File: config.mk
export PLATFORM = sky130hd
export DESIGN_NAME = pipe_hazard_ctrl
export DESIGN_NICKNAME = d
export VERILOG_FILES = /design/src/rtl/pipe_hazard_ctrl.sv
export SDC_FILE = /design/constraint.sdc
export NUM_CORES = 1
export LEC_CHECK = 0
export BUFFER_PORTS_ARGS = -buffer_cell sky130_fd_sc_hd__buf_4
export CAP_MARGIN = 20
export CORE_MARGIN = 3
export CORE_UTILIZATION = 25
export DETAILED_ROUTE_END_ITERATION = 8
export PLACE_DENSITY_LB_ADDON = 0.3
export SYNTH_ARGS = -nofsm -noshare
export SYNTH_HDL_FRONTEND = slang
export SYNTH_SLANG_ARGS = --single-unit
File: constraint.sdc
create_clock -name CLK -period 2.13 [get_ports CLK]
set_clock_uncertainty 0.15 [all_clocks]
set_input_delay 0.213 -clock CLK [delete_from_list [all_inputs] [get_ports CLK]]
set_output_delay 0.213 -clock CLK [all_outputs]
set_load 0.02 [all_outputs]
File: src/rtl/pipe_hazard_ctrl.sv
// ---------------------------------------------------------------------------
// pipe_hazard_ctrl
//
// Pipeline control unit that drives the STALL/FLUSH pins of the IF/ID and
// ID/EX inter-stage registers. It handles four hazard sources:
//   - load-use hazards between the load in EX and the instruction in ID
//   - multi-cycle mult/div occupying EX (front end held while it runs)
//   - fetch misses (bubble into IF/ID)
//   - external exception/redirect flushes (highest priority)
//
// Parameters:
//   MD_LATENCY  EX occupancy of a mult/div in cycles (1..15)
//   CNT_W       width of the mult/div countdown register
//
// Ports:
//   CLK          rising-edge clock
//   RESET        asynchronous, active-low reset
//   EXT_FLUSH    exception/redirect flush request for this cycle
//   IF_Ready     fetch stage presents a valid instruction
//   ID_Valid     IF/ID holds a real instruction
//   ID_RS/ID_RT  source registers of the ID instruction
//   ID_UsesRT    ID instruction reads rt
//   ID_MulDiv    ID instruction is mult/multu/div/divu
//   EX_Valid     ID/EX holds a real instruction
//   EX_MemRead   EX instruction is a load
//   EX_Dest      destination register of the EX instruction
//   STALL_IF     hold PC and IF/ID
//   FLUSH_IFID   load a bubble into IF/ID
//   FLUSH_IDEX   load a bubble into ID/EX
//   MD_Busy      a mult/div is still occupying EX
//   Stall_Count  saturating count of cycles with STALL_IF asserted
// ---------------------------------------------------------------------------
module pipe_hazard_ctrl #(
    parameter int MD_LATENCY = 4,
    parameter int CNT_W      = 4
) (
    input  logic        CLK,
    input  logic        RESET,
    input  logic        EXT_FLUSH,
    input  logic        IF_Ready,
    input  logic        ID_Valid,
    input  logic [4:0]  ID_RS,
    input  logic [4:0]  ID_RT,
    input  logic        ID_UsesRT,
    input  logic        ID_MulDiv,
    input  logic        EX_Valid,
    input  logic        EX_MemRead,
    input  logic [4:0]  EX_Dest,
    output logic        STALL_IF,
    output logic        FLUSH_IFID,
    output logic        FLUSH_IDEX,
    output logic        MD_Busy,
    output logic [31:0] Stall_Count
);

    typedef enum logic [0:0] {
        RUN     = 1'b0,
        MD_WAIT = 1'b1
    } state_t;

    localparam logic [CNT_W-1:0] MD_LOAD  = CNT_W'(MD_LATENCY - 1);
    localparam logic [CNT_W-1:0] CNT_ONE  = CNT_W'(1);
    localparam bit               MD_MULTI = (MD_LATENCY > 1);

    state_t            state;
    logic [CNT_W-1:0]  md_cnt;
    logic [31:0]       stall_cnt;

    logic load_use;
    logic md_start;
    logic stall;
    logic flush_ifid;
    logic flush_idex;

    // Load-use hazard: the load in EX writes a register the ID instruction
    // reads. $0 is never a real dependency.
    assign load_use = EX_Valid && EX_MemRead && (EX_Dest != 5'd0) && ID_Valid &&
                      ((EX_Dest == ID_RS) || (ID_UsesRT && (EX_Dest == ID_RT)));

    // A mult/div only needs the wait state when it occupies EX for more
    // than one cycle.
    assign md_start = MD_MULTI && ID_Valid && ID_MulDiv;

    // Control outputs in priority order. All outputs are forced low while
    // reset is held so the latches see a quiet pipeline during reset.
    // IF_Ready is only looked at when not stalling, so a held instruction
    // is never flushed from IF/ID.
    always_comb begin
        stall      = 1'b0;
        flush_ifid = 1'b0;
        flush_idex = 1'b0;
        if (!RESET) begin
            stall      = 1'b0;
        end else if (EXT_FLUSH) begin
            flush_ifid = 1'b1;
            flush_idex = 1'b1;
        end else if (state == MD_WAIT) begin
            stall      = 1'b1;
            flush_idex = 1'b1;
        end else if (load_use) begin
            stall      = 1'b1;
            flush_idex = 1'b1;
        end else begin
            flush_ifid = !IF_Ready;
        end
    end

    assign STALL_IF    = stall;
    assign FLUSH_IFID  = flush_ifid;
    assign FLUSH_IDEX  = flush_idex;
    assign MD_Busy     = RESET && (state == MD_WAIT);
    assign Stall_Count = stall_cnt;

    // Controller state and mult/div countdown. The countdown holds the number
    // of wait cycles still to come; leaving MD_WAIT on the cycle it reads 1
    // lets the next ID instruction advance exactly MD_LATENCY edges after the
    // mult/div entered EX. A load-use stall keeps RUN so that a mult/div
    // waiting behind the load starts its wait only once it really advances.
    always_ff @(posedge CLK or negedge RESET) begin
        if (!RESET) begin
            state  <= RUN;
            md_cnt <= '0;
        end else if (EXT_FLUSH) begin
            state  <= RUN;
            md_cnt <= '0;
        end else if (state == MD_WAIT) begin
            md_cnt <= md_cnt - CNT_ONE;
            if (md_cnt == CNT_ONE) begin
                state <= RUN;
            end
        end else if (load_use) begin
            state <= RUN;
        end else if (md_start) begin
            state  <= MD_WAIT;
            md_cnt <= MD_LOAD;
        end
    end

    // Saturating count of stalled cycles for performance monitoring.
    always_ff @(posedge CLK or negedge RESET) begin
        if (!RESET) begin
            stall_cnt <= 32'd0;
        end else if (stall && (stall_cnt != 32'hFFFF_FFFF)) begin
            stall_cnt <= stall_cnt + 32'd1;
        end
    end

endmodule

==> results of run 1 <==
-- registers in the layout, indices dropped and copies added, names as in the netlist --
register	count
Stall_Count	32
md_cnt	4
state	1
-- cell families after synthesis --
logic type	share of synthesized area, %
AND/OR/NAND/NOR	23.8
multiplexers	1.46
XOR/XNOR	17.9
buffers and inverters	3.66
flip-flops	45.1
AO/OA/AOI/OAI	6.16
adder cells (fa/ha/maj)	1.83
-- per-stage QoR --
step / utilization [%] / setup slack [ns]
final: 39.3 / 0.0968
after global routing: 39.3 / -0.0207
after CTS: 38.3 / 0.0130
after detailed placement: 36.5 / -0.0767
after global placement: 36.5 / -0.0751
after floorplan: - / 0.00174
-- power by group through the flow --
stage                     sequential [µW]  combinational, µW  clock, µW
final                                 769                404        507
after global routing                  775                449        561
after CTS                             774                388        532
after detailed placement              787                380          0
after global placement                786                378          0
after floorplan                       834                136          0
-- layout make-up --
cell class | count | share of cell area, %
repair buffers | 101 | 25.7
flip-flops and latches | 37 | 30.2
multi-input cells | 144 | 36.0
well taps | 102 | 4.14
inverters | 9 | 1.09
clock buffers | 8 | 2.92
-- worst max-delay path by stage --
stage	end	slack, ns	from
after floorplan	Stall_Count[1]$_DFFE_PN0P_	0.002	Stall_Count[6]$_DFFE_PN0P_
after global placement	Stall_Count[1]$_DFFE_PN0P_	-0.08	EX_Dest[1]
after detailed placement	Stall_Count[1]$_DFFE_PN0P_	-0.08	EX_Dest[1]
after CTS	Stall_Count[31]$_DFFE_PN0P_	0.01	Stall_Count[1]$_DFFE_PN0P_
after global routing	Stall_Count[26]$_DFFE_PN0P_	-0.02	Stall_Count[6]$_DFFE_PN0P_
final	STALL_IF	0.1	EX_Dest[1]
-- cell usage after synthesis (2+ instances only) --
cell	instances	area (µm²)
o32ai_1	2	17.5
nor3b_1	2	15.0
ha_1	3	37.5
xor2_1	23	201
xnor2_1	19	166
and3_1	3	18.8
nand3_1	10	50.1
mux2_4	2	30.0
nand4_1	8	50.1
buf_2	3	15.0
or3_1	2	12.5
nor4b_1	3	26.3
nor4_1	12	75.1
nor2_1	3	11.3
dfrtp_1	37	926
buf_6	2	22.5
nor3_1	11	55.1
nand2_1	14	52.6
inv_1	8	30.0
and4_1	2	17.5
and2_1	2	12.5
o21a_1	2	15.0
-- layer usage --
| layer | GRT usage [%] | routed length, µm |
|---|---|---|
| met4 | 4.21 | 80 |
| met3 | 3.49 | 421 |
| met5 | 0 | 0 |
| met2 | 19.5 | 2330 |
| met1 | 14.5 | 2430 |
-- critical path: cells and delay by family --
family | cells | cell delay, ns
buffers and inverters | 4 | 0.42
AO/OA/AOI/OAI | 2 | 0.40
AND/OR/NAND/NOR | 2 | 0.62
-- timing repair --
item	in CTS	in global routing
pin swaps	1	10
resized for setup	0	12
hold buffers	1	0
endpoints found under the hold margin	37	0
cloned	0	0
endpoints found under the setup margin	1	20
setup buffers	3	4
==> results.cfg, run 1 <==
[status]
status = finished, final reports clean

[finish]
area_delta_synth_final_pct = 50.4
final_cell_mix = buf_4 (96), dfrtp_1 (33), xor2_1 (23)
regArea_um2 = 931
num_antenna_cells = 0
nFillCells = 801
final_common_cell = buf_4
multiInputGateArea_mm2 = 0.00111
final_layout_size_suffix_gt1_share_pct = 43.1
final_cell_count_no_fill = 401
stdcell_area_mm2 = 0.00309
fin_nets = 325

[synth]
syn_avg_cell_area_um2 = 10.5
synth-edff-count = 0
syn-cell-area_mm2 = 0.00205
synth_cell_type_count = 45
synthFlopType = dfrtp_1
ys_seq_area_share_pct = 45.1
synth_seq_cells = 37
synth_fp_nets = 223
ys_warn_count = 0
synth-async-reset-ratio_pct = 100
syn_inst = 196

[hold_path]
hold_class = input pin to register
hold_depth = 2
min_to = state$_DFF_PN0_
hold_start = EXT_FLUSH

[die]
die_x_um = 96.6
core.rowCount = 32
initial_core_util_pct = 26.1
die_h_um = 96.6
die_area_mm2 = 0.00933
core_area_mm2 = 0.00785
ios = 60

[critical_path]
critPathLaunchType = input pin
rr_worst_depth = 6
r2r_start = Stall_Count[6]$_DFFE_PN0P_
critPathKind = input pin to output port
ff2ff_setup_slack_ns = 0.1
setup.worst_path.end_class = output port
crit_slowest_cell = or4_4
cp_slowest_stage_delay_ns = 0.53
crit_fanout = 5
arrival_ns = 1.67
worstPathCellList = buf_4, or4_4, o2111ai_2, nor3b_2, a21oi_4, buf_12, inv_2, buf_4
reg2reg_to = Stall_Count[26]$_DFFE_PN0P_
cp.required_ns = 1.77
cpMostUsedCell = buf_4

[route]
drc = 0
via_per_inst = 4.53
route.vias.total = 1816
first_pass_iters = 4
wirelength_um = 5260
drtIter0Drc = 49
wl_per_cell_um = 13.1
postRouteAntennaNets = 0

[sta]
tns_ns = 0
timing.fmax_mhz = 492
worst_pin_slew_ns = 0.351
slew_headroom_pct = 76.4
setup_violations = 0
drv_slew = 0
fin_crit_sh_pct = 95.5
hold_ws_ns = 0.00726
hold_viol_final = 0
rsz0062_at_grt = yes
final.min_clock_period_ns = 2.03

[power]
seqPwrFrac_pct = 45.8
power.leakage_uw = 0.00152
p_per_area_mw_per_mm2 = 545
pwr-share-comb_pct = 24.1
intPower_uw = 1220
switching_share_pct = 27.5
switching_power_uw = 463
ir_worst_vdd_v = 0.000348
p_total_uw = 1680
clock_power_share_pct = 30.2

[placed_design]
dpl_cell_area_mm2 = 0.00287
gp_congestion = 0.737
io_buffer_count = 59
hpwl_um = 3930
dp.cells = 385

[job]
cap_violations = 0

[grt]
antenna_found_initial = 0
grt_pass1_wl_um = 8420
grt.overflow.total = 0
grt_pass1_vias = 1860
grt_max_degree = 40
grt_use_total_pct = 11.8

[clocking]
htreeDepth = 2
clk_path_buf_depth = 2
clock_latency_ns = 0.29
clock-sinks = 37
cts_tree = done
path_clk_slew_ns = 0.07
cts_buffers = 5
root_buffer = clkbuf_8
Power figures use the tool's default switching activity.
==> run 2: changes to the inputs <==
Clock period 2.13 ns to 1.75 ns, I/O delays scaled along.
==> run 2 against run 1 <==
- the flow now finishes with violations (hold timing, setup timing)
- register-to-register slack got worse by 0.33 ns
- final area is 19% higher
- die area did not move
- core utilization grew 7.4 points
- wire length increased by 16%
- flip-flop and latch count unchanged
- combinational power is 40% higher
- critical path type is now register to register
- highest routed layer unchanged
==> results.cfg, run 2 (same netlist as run 1, synthesis figures left out) <==
[grt]
grt_pass1_wl_um = 9580
grt_use_total_pct = 13.4
grt_max_degree = 41
grt_pass1_vias = 1941
antenna_found_initial = 0
grt.overflow.total = 0

[job]
cap_violations = 0

[clocking]
clock-sinks = 37
clock_latency_ns = 0.29
clk_path_buf_depth = 2
root_buffer = clkbuf_8
cts_tree = done
path_clk_slew_ns = 0.08
cts_buffers = 5
htreeDepth = 2

[finish]
fin_nets = 358
final_layout_size_suffix_gt1_share_pct = 60.5
largest_register_ffs = 32
final_cell_count_no_fill = 434
stdcell_area_mm2 = 0.00367
area_delta_synth_final_pct = 78.8
final_common_cell = buf_4
final_cell_mix = buf_4 (116), xor2_1 (23), dfrtp_1 (21)
num_antenna_cells = 0

[route]
postRouteAntennaNets = 0
drc = 0
wl_per_cell_um = 14.0
via_per_inst = 4.52
drtIter0Drc = 38
wirelength_um = 6080
route.vias.total = 1963
first_pass_iters = 4

[critical_path]
crit_fanout = 10
cp_slowest_stage_delay_ns = 0.37
crit_slowest_cell = dfrtp_2
setup.worst_path.end_class = register
cp.required_ns = 1.78
worstPathCellList = and4_1, nand4_1, nor4b_4, buf_6, nor2_4, mux2_4
critPathLaunchType = register
critPathKind = register to register
arrival_ns = 2.01

[sta]
fin_crit_sh_pct = 113
hold_ws_ns = -0.191
final.min_clock_period_ns = 1.99
drv_slew = 0
hold_viol_final = 37
timing.fmax_mhz = 503
worst_pin_slew_ns = 0.512
rsz0062_at_grt = yes
slew_headroom_pct = 65.8
setup_violations = 35
finalWorstSetupSlack_ns = -0.236

[placed_design]
dp.cells = 415
io_buffer_count = 59
dpl_cell_area_mm2 = 0.00321
hpwl_um = 4160
gp_congestion = 0.749

[power]
clock_power_share_pct = 28.6
switching_share_pct = 29.4
switching_power_uw = 619
ir_worst_vdd_v = 0.000432
pwr-share-comb_pct = 26.8
seqPwrFrac_pct = 44.6
intPower_uw = 1490
p_per_area_mw_per_mm2 = 575
power.leakage_uw = 0.00176

[status]
status = finished, violations left
violations = hold timing, setup timing

[die]
ios = 60
die_h_um = 96.6
core_area_mm2 = 0.00785
initial_core_util_pct = 26.1
core.rowCount = 32
die_area_mm2 = 0.00933
die_x_um = 96.6

[hold_path]
hold_class = input pin to async pin
[run 2: changes by cell type in the layout (fill, tap and decap cells not counted), moves of 8 or more]
| cell | previous run | this run |
|---|---|---|
| buf_4 | 96 | 116 |
| dfrtp_1 | 33 | 21 |
| buf_6 | 2 | 12 |
| nor3_1 | 10 | 2 |
| dfrtp_2 | 4 | 16 |
[run 2: worst paths after layout]
check                                       startpoint  cells after the start                           to  slack [ns]
max                         Stall_Count[5]$_DFFE_PN0P_                      6   Stall_Count[1]$_DFFE_PN0P_       -0.24
min in group CLK                             EXT_FLUSH                      3        md_cnt[1]$_DFFE_PN0P_        0.06
min                                              RESET                      2  Stall_Count[24]$_DFFE_PN0P_       -0.19
min reg2reg                Stall_Count[13]$_DFFE_PN0P_                      2  Stall_Count[13]$_DFFE_PN0P_        0.40
max in group asynchronous                        RESET                      2   Stall_Count[0]$_DFFE_PN0P_        1.25
max reg2reg                 Stall_Count[5]$_DFFE_PN0P_                      6   Stall_Count[1]$_DFFE_PN0P_       -0.24
[run 2: critical path, delay by kind of cell, from the launching register on]
family,cells,cell delay (ns)
simple gates,4,0.84
buf+inv,1,0.22
flops,1,0.37
mux,1,0.28
[run 2: cell type report]
type / count / area, µm²
multi-input cells: 144 / 1350
clock inverters: 2 / 10.0
inverters: 9 / 41.3
flip-flops and latches: 37 / 946
clock buffers: 6 / 72.6
repair buffers: 134 / 1120
fillers: 751 / 4180
well taps: 102 / 128
[run 2: per-stage QoR]
step	utilization, %	setup WS, ns	power (µW)	hold WS, ns	setup TNS, ns
5_1_grt	46.8	-0.297	2230	-0.146	-8.27
3_5_place_dp	40.9	-0.394	1480	0.163	-11.25
6_report	46.8	-0.236	2110	-0.191	-6.04
4_1_cts	45.1	-0.215	2120	-0.158	-5.46
2_1_floorplan	-	-0.302	1200	-0.271	-8.05
3_3_place_gp	40.9	-0.378	1480	0.155	-10.67
[run 2: power by group through the flow]
stage | clock, µW | combinational (µW) | sequential [µW]
after floorplan | 0 | 173 | 1030
after global placement | 0 | 520 | 955
after detailed placement | 0 | 526 | 955
after CTS | 622 | 556 | 940
after global routing | 658 | 623 | 948
final | 603 | 566 | 941
[run 2: timing repair]
action,4_1_cts,5_1_grt
gates resized for setup,32,20
hold endpoints to repair,37,37
pin swaps,14,8
gates cloned,2,1
endpoints found under the setup margin,35,36
buffers inserted,6,3
[run 2: layer usage]
| metal | routed length (µm) | track usage (%) |
|---|---|---|
| met2 | 3120 | 21.7 |
| met3 | 191 | 2.79 |
| met1 | 2720 | 18.6 |
| met5 | 0 | 0 |
| met4 | 48 | 2.80 |
==> run 3: changes to the inputs <==
Settings changed: HOLD_SLACK_MARGIN set to 0.02, REMOVE_ABC_BUFFERS set to 1.
==> run 3 against run 2 <==
- the flow still finishes with violations (hold timing, setup timing)
- wire length is 2.2% higher
- non-clock buffer count is 2 lower
- clock-buffer cell count stayed put
- setup slack worse by 0.10 ns
- sequential power is 0.7% lower
- die area stayed put
- critical path depth is 1 higher
- global-route usage is 0.75 points higher
- largest cell class unchanged
==> results.cfg, run 3 (same netlist as run 1, synthesis figures left out) <==
[status]
status = finished, violations left
violations = hold timing, setup timing

[critical_path]
critical_path_depth = 7
critPathLaunchType = register
rr_worst_depth = 7
crit_fanout = 5
critPathBufInv = 2
arrival_ns = 2.12
cp_slowest_stage_delay_ns = 0.41
crit_slowest_cell = nor4b_4
worstPathCellList = and4_4, nand4_1, buf_4, nor4b_4, buf_6, nor2_4, mux2_4
setup.worst_path.end_class = register
cp.required_ns = 1.78
critical-path-top-delay-family = simple AND/OR/NAND/NOR gates
critPathKind = register to register

[sta]
fin_crit_sh_pct = 119
drv_slew = 0
finalWorstSetupSlack_ns = -0.339
final.min_clock_period_ns = 2.09
timing.fmax_mhz = 479
rsz0062_at_grt = yes
worst_pin_slew_ns = 0.507
setup_violations = 35
hold_ws_ns = -0.180
slew_headroom_pct = 66.2
hold_viol_final = 37

[route]
via_per_inst = 4.61
postRouteAntennaNets = 0
drtIter0Drc = 31
wl_per_cell_um = 14.4
route.vias.total = 1993
drc = 0
wirelength_um = 6220
first_pass_iters = 4

[finish]
final_common_cell = buf_4
fin_nets = 356
area_delta_synth_final_pct = 73.4
final_cell_count_no_fill = 432
final_layout_size_suffix_gt1_share_pct = 54.2
largest_register_ffs = 32
final_util_pct = 45.3
final_cell_mix = buf_4 (118), dfrtp_1 (37), xor2_1 (23)
num_antenna_cells = 0

[die]
core_area_mm2 = 0.00785
die_area_mm2 = 0.00933
ios = 60
core.rowCount = 32
die_h_um = 96.6
initial_core_util_pct = 26.1
die_x_um = 96.6

[placed_design]
hpwl_um = 4210
io_buffer_count = 59
dp.cells = 410
gp_congestion = 0.771

[clocking]
clock_latency_ns = 0.29
root_buffer = clkbuf_8
path_clk_slew_ns = 0.08
clock-sinks = 37
cts_buffers = 5
clk_path_buf_depth = 2
htreeDepth = 2
cts_tree = done

[grt]
grt_max_degree = 41
grt.overflow.total = 0
grt_pass1_vias = 2102
antenna_found_initial = 0
grt_pass1_wl_um = 10200
grt_use_total_pct = 14.2

[power]
p_per_area_mw_per_mm2 = 636
power.leakage_uw = 0.00174
ir_worst_vdd_v = 0.000536

[job]
cap_violations = 0

[hold_path]
hold_class = input pin to async pin
run 3: cell count changes in the layout (fill, tap and decap cells not counted), moves of 2 or more:
cell      before  now
and4_1         2    0
and4_4         0    2
buf_12         3    1
buf_4        116  118
clkinv_2       2    0
dfrtp_1       21   37
dfrtp_2       16    0
nor3_1         2    4
nor3_4         3    0
nor4_4         6    4
run 3: routing by layer:
metal / up-vias / track usage, % / wire length, µm
met3: 9 / 2.87 / 242
met5: - / 0 / 0
met1: 965 / 18.4 / 2750
met2: 56 / 24.4 / 3170
li1: 963 / - / -
met4: 0 / 3.15 / 53
run 3: final timing paths:
path / from / end / slack, ns
hold / removal: RESET / Stall_Count[14]$_DFFE_PN0P_ / -0.18
setup reg to reg: Stall_Count[6]$_DFFE_PN0P_ / Stall_Count[1]$_DFFE_PN0P_ / -0.34
max in group asynchronous: RESET / Stall_Count[9]$_DFFE_PN0P_ / 1.28
min in group CLK: EXT_FLUSH / state$_DFF_PN0_ / 0.08
hold reg to reg: Stall_Count[26]$_DFFE_PN0P_ / Stall_Count[26]$_DFFE_PN0P_ / 0.40
setup / recovery: Stall_Count[6]$_DFFE_PN0P_ / Stall_Count[1]$_DFFE_PN0P_ / -0.34
run 3: what timing repair did:
item                                    4_1_cts  5_1_grt
endpoints found under the hold margin        37       37
endpoints found under the setup margin       35       36
gates cloned                                  3        0
pin swaps                                    12        9
resized for setup                            39       15
setup buffers                                10        1
run 3: cell type report:
class | instances | area, µm²
clock buffers | 6 | 82.6
multi-input cells | 144 | 1270
repair buffers | 132 | 1080
inverters | 9 | 36.3
fillers | 779 | 4290
flip-flops and latches | 37 | 926
clock inverters | 2 | 37.5
well taps | 102 | 128
run 3: where the power goes:
group / internal, µW / leakage, µW / switching, µW
clock network: 464 / 0.0000574 / 321
registers: 903 / 0.000488 / 31.5
logic: 293 / 0.00119 / 251
total: 1660 / 0.00174 / 604
run 3: stage by stage:
step	power (µW)	instance area, µm²	hold WS [ns]	setup TNS (ns)	worst slack (ns)
finish	2260	3560	-0.180	-8.64	-0.339
detailed placement	1460	3040	0.149	-11.59	-0.411
CTS	2280	3480	-0.169	-7.35	-0.259
global route	2390	3560	-0.148	-10.75	-0.391
global placement	1450	3040	0.147	-10.78	-0.389
floorplan	1170	2010	-0.271	-52.88	-2.01
run 3: worst reg2reg max path: stages, from the launching register on:
cell and delay [ns]:
dfrtp_1 0.37, and4_4 0.24, nand4_1 0.11, buf_4 0.17, nor4b_4 0.41, buf_6 0.20, nor2_4 0.04, mux2_4 0.28
